`src/rtl/crc8_frame_rx.sv`:
```
// Frame receiver for the Sigma Delta DAQ command path: collects payload bytes plus a CRC-8 byte,
// streams them to an external CRC8 checker and releases the payload word only on a CRC match.
module crc8_frame_rx #(
  parameter int DATA_LENGTH    = 32,
  parameter int TIMEOUT_CYCLES = 1000,
  parameter int DONE_TIMEOUT   = 8
) (
  input  logic                   clk,
  input  logic                   reset,
  input  logic                   i_rx_valid,
  input  logic [7:0]             i_rx_data,
  output logic                   o_rx_ready,
  output logic                   o_crc_reset,
  output logic                   o_crc_valid,
  output logic                   o_crc_last,
  output logic [7:0]             o_crc_data,
  input  logic                   i_crc_done,
  input  logic                   i_crc_match,
  output logic [DATA_LENGTH-1:0] o_data,
  output logic                   o_data_valid,
  output logic                   o_crc_error,
  output logic                   o_timeout,
  output logic                   o_overrun
);

  localparam int NBYTES = DATA_LENGTH / 8;
  localparam int BW     = $clog2(NBYTES + 2);
  localparam int GW     = $clog2(TIMEOUT_CYCLES + 1);
  localparam int DW     = $clog2(DONE_TIMEOUT + 1);

  typedef enum logic [1:0] {ARM, PRIME, RECEIVE, WAIT_CRC} state_t;

  state_t                 state, state_next;
  logic [BW-1:0]          byte_cnt;
  logic [GW-1:0]          gap_cnt;
  logic [DW-1:0]          wait_cnt;
  logic [DATA_LENGTH-1:0] shreg;

  logic accept, last_byte, gap_expired, done_expired, verdict_ok, verdict_bad;

  // NOTE: sequential state uses non-blocking assignments so every flop samples pre-edge values.
  always_ff @(posedge clk) begin
    if (reset) state <= ARM;
    else       state <= state_next;
  end

  // NOTE: every signal written here gets a default first, so no latch can be inferred.
  always_comb begin
    state_next   = state;
    accept       = 1'b0;
    last_byte    = 1'b0;
    gap_expired  = 1'b0;
    done_expired = 1'b0;
    verdict_ok   = 1'b0;
    verdict_bad  = 1'b0;
    unique case (state)
      ARM:   state_next = PRIME;
      PRIME: state_next = RECEIVE;
      RECEIVE: begin
        if (i_rx_valid) begin
          accept = 1'b1;
          if (byte_cnt == BW'(NBYTES)) begin
            last_byte  = 1'b1;
            state_next = WAIT_CRC;
          end
        end else if (byte_cnt != '0 && gap_cnt == GW'(TIMEOUT_CYCLES)) begin
          gap_expired = 1'b1;
          state_next  = ARM;
        end
      end
      WAIT_CRC: begin
        if (i_crc_done) begin
          verdict_ok  = i_crc_match;
          verdict_bad = !i_crc_match;
          state_next  = ARM;
        end else if (wait_cnt == DW'(DONE_TIMEOUT - 1)) begin
          done_expired = 1'b1;
          state_next   = ARM;
        end
      end
      default: state_next = ARM;
    endcase
  end

  // Outputs are registered from the next state so they line up with the state they describe.
  always_ff @(posedge clk) begin
    if (reset) begin
      o_rx_ready   <= 1'b0;
      o_crc_reset  <= 1'b1;
      o_crc_valid  <= 1'b0;
      o_crc_last   <= 1'b0;
      o_crc_data   <= '0;
      o_data       <= '0;
      o_data_valid <= 1'b0;
      o_crc_error  <= 1'b0;
      o_timeout    <= 1'b0;
      o_overrun    <= 1'b0;
      byte_cnt     <= '0;
      gap_cnt      <= '0;
      wait_cnt     <= '0;
      shreg        <= '0;
    end else begin
      o_rx_ready   <= (state_next == RECEIVE);
      o_crc_reset  <= (state_next == ARM);
      o_crc_valid  <= accept;
      o_crc_last   <= last_byte;
      o_data_valid <= verdict_ok;
      o_crc_error  <= verdict_bad | done_expired;
      o_timeout    <= gap_expired;
      o_overrun    <= i_rx_valid && (state != RECEIVE);

      if (accept) begin
        o_crc_data <= i_rx_data;
        byte_cnt   <= byte_cnt + 1'b1;
        gap_cnt    <= GW'(1);
        if (!last_byte) shreg <= (shreg << 8) | DATA_LENGTH'(i_rx_data);
      end else if (state == RECEIVE && byte_cnt != '0) begin
        gap_cnt <= gap_cnt + 1'b1;
      end

      // Re-arming drops whatever a timed-out or finished frame left behind.
      if (state == ARM) begin
        byte_cnt <= '0;
        gap_cnt  <= '0;
        shreg    <= '0;
      end

      if (state == WAIT_CRC) wait_cnt <= wait_cnt + 1'b1;
      else                   wait_cnt <= '0;

      if (verdict_ok) o_data <= shreg;
    end
  end

endmodule

```
`config.mk`:
```
export PLATFORM = sky130hd
export DESIGN_NAME = crc8_frame_rx
export DESIGN_NICKNAME = d
export VERILOG_FILES = /design/src/rtl/crc8_frame_rx.sv
export SDC_FILE = /design/constraint.sdc
export NUM_CORES = 1
export LEC_CHECK = 0
export ABC_AREA = 1
export ABC_CLOCK_PERIOD_IN_PS = 1400
export CELL_PAD_IN_SITES_DETAIL_PLACEMENT = 1
export CELL_PAD_IN_SITES_GLOBAL_PLACEMENT = 1
export CORE_ASPECT_RATIO = 0.8
export CORE_MARGIN = 4
export CORE_UTILIZATION = 34
export DETAILED_ROUTE_END_ITERATION = 8
export GPL_ROUTABILITY_DRIVEN = 0
export GPL_TIMING_DRIVEN = 0
export PLACE_DENSITY = 0.81
export SKIP_CTS_REPAIR_TIMING = 1
export SYNTH_ARGS = -nofsm -noshare
export SYNTH_HDL_FRONTEND = slang
export SYNTH_SLANG_ARGS = --single-unit
export TNS_END_PERCENT = 10
```
`constraint.sdc`:
```
create_clock -name clk -period 1.4 [get_ports clk]
set_input_delay 0.28 -clock clk [delete_from_list [all_inputs] [get_ports clk]]
set_output_delay 0.28 -clock clk [all_outputs]
set_load 0.01 [all_outputs]
```
== After elaboration in Yosys (flattened, before gate mapping) ==
Cells that the tools add are included.
Operators by class
  order comparisons: 0
  multipliers: 0
  bitwise logic cells: 5
  equality and inequality tests: 8
  muxes and demuxes: 21
  $add $sub $neg: 3
  divide/modulo/power cells: 0
  reductions and logical operators: 13
  shift-type cells: 0
Operator list (count)
  $or A32 B8 Y32: 1
  $mux W1: 15
  $add A10 B1 Y10 const B: 1
  $eq A10 B10 Y1 const B: 1
  $mux W2: 5
  $pmux W2 S4: 1
  $eq A2 B2 Y1 const B: 3
  $reduce_or A3 Y1: 2
  $add A4 B1 Y4 const B: 1
  $eq A4 B3 Y1 const B: 1
  $logic_not A2 Y1: 2
  $reduce_or A2 Y1: 2
  $add A3 B1 Y3 const B: 1
  $eq A3 B3 Y1 const B: 1
  $logic_and A1 B1 Y1: 3
  $not A1 Y1: 3
  $reduce_bool A3 Y1: 1
  $eq A2 B1 Y1 const B: 1
  $ne A2 B2 Y1 const B: 1
  $reduce_and A2 Y1: 1
  $reduce_bool A2 Y1: 1
  $logic_not A1 Y1: 1
  $or A1 B1 Y1: 1
Storage, ports and cells
  logic and storage cells: 66
  RAM bits: 0
  output and inout port bits: 48
  memories kept: 0
  latch bits: 0
  flip-flop bits (word level): 99
  memory bits (read-only): 0

== Logic depth before layout (Yosys ltp) ==
  depth after elaboration: 6
  mapped depth: 9

== Worst setup path before layout ==
OpenSTA, ideal clock, no wires.
  kind: reg2reg
  start: reg byte_cnt[0]
  end: reg shreg[25]
  arrival time: 1.216 ns
  setup time: 0.116 ns
  clock period less this slack: 1.332 ns
  path slack: 0.068 ns
  cell stages (with the launch flop): 10
  required time: 1.284 ns
  cell sequence: dfxtp_1 > inv_1 > ha_1 > nand2_1 > inv_1 > nor2_4 > inv_2 > buf_2 > nor2_1 > nor2_1
Between the ends
  longest elaborated chain between the ends: 6
Ends and longest elaborated chain
  start: declaration: line 34  | logic [BW-1:0] byte_cnt;
  start signal: assignment: line 114  | byte_cnt <= byte_cnt + 1'b1;
  $eq A3 B3 Y1: line 62  | if (byte_cnt == BW'(NBYTES)) begin
  $mux W1: line 62
  $mux W1: line 60  | if (i_rx_valid) begin
  $mux W1: line 56  | unique case (state)
  $not A1 Y1 (no line)
  $reduce_and A2 Y1 (no line)
  end signal: assignment: line 116  | if (!last_byte) shreg <= (shreg << 8) | DATA_LENGTH'(i_rx_data);
  end: declaration: line 37  | logic [DATA_LENGTH-1:0] shreg;
Every way passes these cells.
A chain may end at the register's enable or synchronous reset.

== Worst setup path after layout ==
  start: reg byte_cnt[0]
  end: reg shreg[4]
The elaborated chain is that of the path after synthesis.

==> results.py <==
metrics = {
    "timing": {
        "period_share_pct": 103.2,
        "max_freq_mhz": 692.4,
        "tns_ps": -56.14,
        "hold_slack_ps": 271.4,
        "worst_slack_ps": -44.20,
        "final-setup-viol-count": 3,
        "fin_crit_ps": 1444,
        "tightestPinTransition_ps": 426.1,
        "hold_violations": 0,
        "skew_ps": 15.43,
        "relSlewSlack_pct": 71.60,
        "drv_slew": 0,
        "rsz0062_at_grt": "true",
    },
    "detailed_routing": {
        "routed_wl_um": 10510,
        "drtIter0Drc": 82,
        "ant_nets": 0,
        "wl_per_cell_um": 15.23,
        "firstDrtPassIters": 4,
        "drc": 0,
        "vias_per_cell": 4.799,
        "vias": 3311,
    },
    "floorplan": {
        "die_y_um": 100.5,
        "die-area_um2": 12420,
        "die_x_um": 123.6,
        "rows": 33,
        "start_util_pct": 35.08,
        "core-area_um2": 10360,
        "io-pin-count": 61,
    },
    "global_route": {
        "first_global_vias": 3427,
        "grt_start_max_net_pins": 16,
        "grt-ovfl-total": 0,
        "antenna_found_initial": 0,
        "grt_first_pass_wirelength_um": 16890,
        "grt.total_usage_pct": 17.47,
    },
    "finish": {
        "multiInputGateArea_um2": 1499,
        "drive_above_1_share_pct": 12.73,
        "antenna_cells": 0,
        "nFillCells": 1242,
        "postLayoutCellArea_um2": 5032,
        "final_nets": 563,
        "seq_area_um2": 1987,
        "area.growth.synth_to_final_pct": 38.40,
    },
    "hold_path": {
        "hold_end": "o_overrun$_SDFF_PP0_",
        "worst_hold_startpoint": "reset",
        "hold_class": "input pin to register",
        "holdPathStages": 2,
    },
    "clock_network": {
        "cts_tree": "yes",
        "htreeDepth": 3,
        "clk_path_buf_depth": 2,
        "clk_latency_ps": 350,
        "cts_buffers": 9,
        "cts-root-buf": "clkbuf_16",
        "clock_sinks": 99,
        "path_clk_slew_ps": 70,
    },
    "place": {
        "placed_cell_area_um2": 4412,
        "dp_slack_ps": -439.6,
        "io_buffers": 60,
        "hpwlAfterDp_um": 7286,
    },
    "power_and_ir_drop": {
        "vdd_drop_max_mv": 0.7448,
        "p_per_area_nw_per_um2": 1176,
        "p_leak_uw": 0.003011,
    },
    "setup_path": {
        "crit_path_max_fanout": 10,
        "criticalPathCategory": "register to register",
        "timing.rr.end": "shreg[4]$_SDFFE_PP0P_",
        "r2r_setup_slack_ps": -40,
        "reg2reg_depth": 8,
        "cp-start-kind": "register",
        "cp.required_ps": 1670,
        "rr_startpoint": "byte_cnt[0]$_SDFFE_PP0P_",
        "arrival_ps": 1720,
        "endpoint_kind": "register",
    },
    "run_status": {
        "status": "finished with violations",
        "violations": "negative setup slack",
    },
    "yosys": {
        "synth_ff_type": "dfxtp_1",
        "synth_edf_count": 0,
        "synth.avg_cell_area_um2": 7.753,
        "netlist_instances": 469,
        "synth.yosys.seq_area_share_pct": 54.51,
        "ys_warn_count": 0,
        "synthArstFlopShare_pct": 0,
        "synth-seq-cells": 99,
        "synth.distinct_cells": 22,
        "syn-num-nets": 487,
        "synth_area_um2": 3636,
    },
    "run": {
        "cap_violations": 0,
    },
}
stage by stage:
step,power [µW],utilization [%],instances
floorplan,3247,-,469
global route,6159,48.56,690
CTS,5902,45.35,685
detailed placement,3463,42.57,669
finish,5916,48.56,690
global placement,3445,42.57,669
flip-flops by register name, indices dropped and copies added, names as in the netlist, 2 cells and up:
name	cells
byte_cnt	3
shreg	32
gap_cnt	10
wait_cnt	4
state	2
o_crc_data	8
o_data	32
area by class of cell:
type / instances / share of cell area [%]
inverters: 39 / 2.959
well taps: 140 / 3.481
repair buffers: 65 / 15.81
plain buffers: 21 / 2.760
flip-flops and latches: 99 / 39.48
clock inverters: 4 / 1.019
clock buffers: 12 / 4.699
multi-input cells: 310 / 29.79
cell usage in the layout (no fill, tap or decap), types with 7 or more instances in the layout:
cell type,count
clkbuf_16,11
inv_1,32
dlymetal6s2s_1,49
dfxtp_1,95
nor2_4,9
buf_4,7
nand3_1,13
a21oi_1,19
nor2_1,123
clkdlybuf4s50_1,11
buf_2,8
nor2_2,9
o21ai_0,74
nand2_1,37
clkbuf_1,7
critical path, stage by stage (launching register included):
cell and delay [ps]:
dfxtp_2 340, inv_2 50, ha_4 160, nand2_2 90, inv_2 50, nor2_4 170
buf_4 210, o21ai_0 110, a21oi_1 170
kinds of logic after synthesis:
logic type      share of synthesized area [%]
compound gates                          13.80
xor+xnor                               0.2409
simple gates                            22.78
flops                                   54.51
fa+ha+maj                               1.721
buf+inv                                 6.951
Yosys cell counts, types with 4 or more instances:
library cell / number / share of area [%]
a21oi_1: 19 / 2.6
o21ai_1: 4 / 0.55
nand3_1: 14 / 1.9
nor2_1: 137 / 14
dfxtp_1: 99 / 55
ha_1: 5 / 1.7
inv_1: 35 / 3.6
o21ai_0: 74 / 10
nor3_1: 5 / 0.69
nand2_1: 39 / 4.0
buf_2: 13 / 1.8
inv_2: 4 / 0.41
nand4_1: 4 / 0.69
clkbuf_1: 5 / 0.52
power breakdown:
part | switching [µW] | internal, µW
clock | 1060 | 1390
sequential | 56.6 | 2900
combinational | 294 | 218
worst max-delay path by stage:
stage                     slack, ps                       to  cells after the start                      from
after floorplan                  70   shreg[25]$_SDFFE_PP0P_                      9  byte_cnt[0]$_SDFFE_PP0P_
after global placement         -450  o_data[24]$_SDFFE_PP0P_                      7                i_crc_done
after detailed placement       -440   o_data[0]$_SDFFE_PP0P_                      5                     reset
after CTS                      -220   shreg[15]$_SDFFE_PP0P_                      9  byte_cnt[0]$_SDFFE_PP0P_
after global routing           -140    shreg[4]$_SDFFE_PP0P_                      7       state[1]$_SDFF_PP0_
final                           -40    shreg[4]$_SDFFE_PP0P_                      8  byte_cnt[0]$_SDFFE_PP0P_
routing by layer:
metal  vias to the layer above  global-route usage (%)  share of wire, %
met5                         -                       0                 0
met4                         0                   5.447              0.96
met3                         8                   5.556               4.9
met1                      1588                   22.13                46
li1                       1652                       -                 -
met2                        63                   28.38                49
Power figures use the tool's default switching activity.
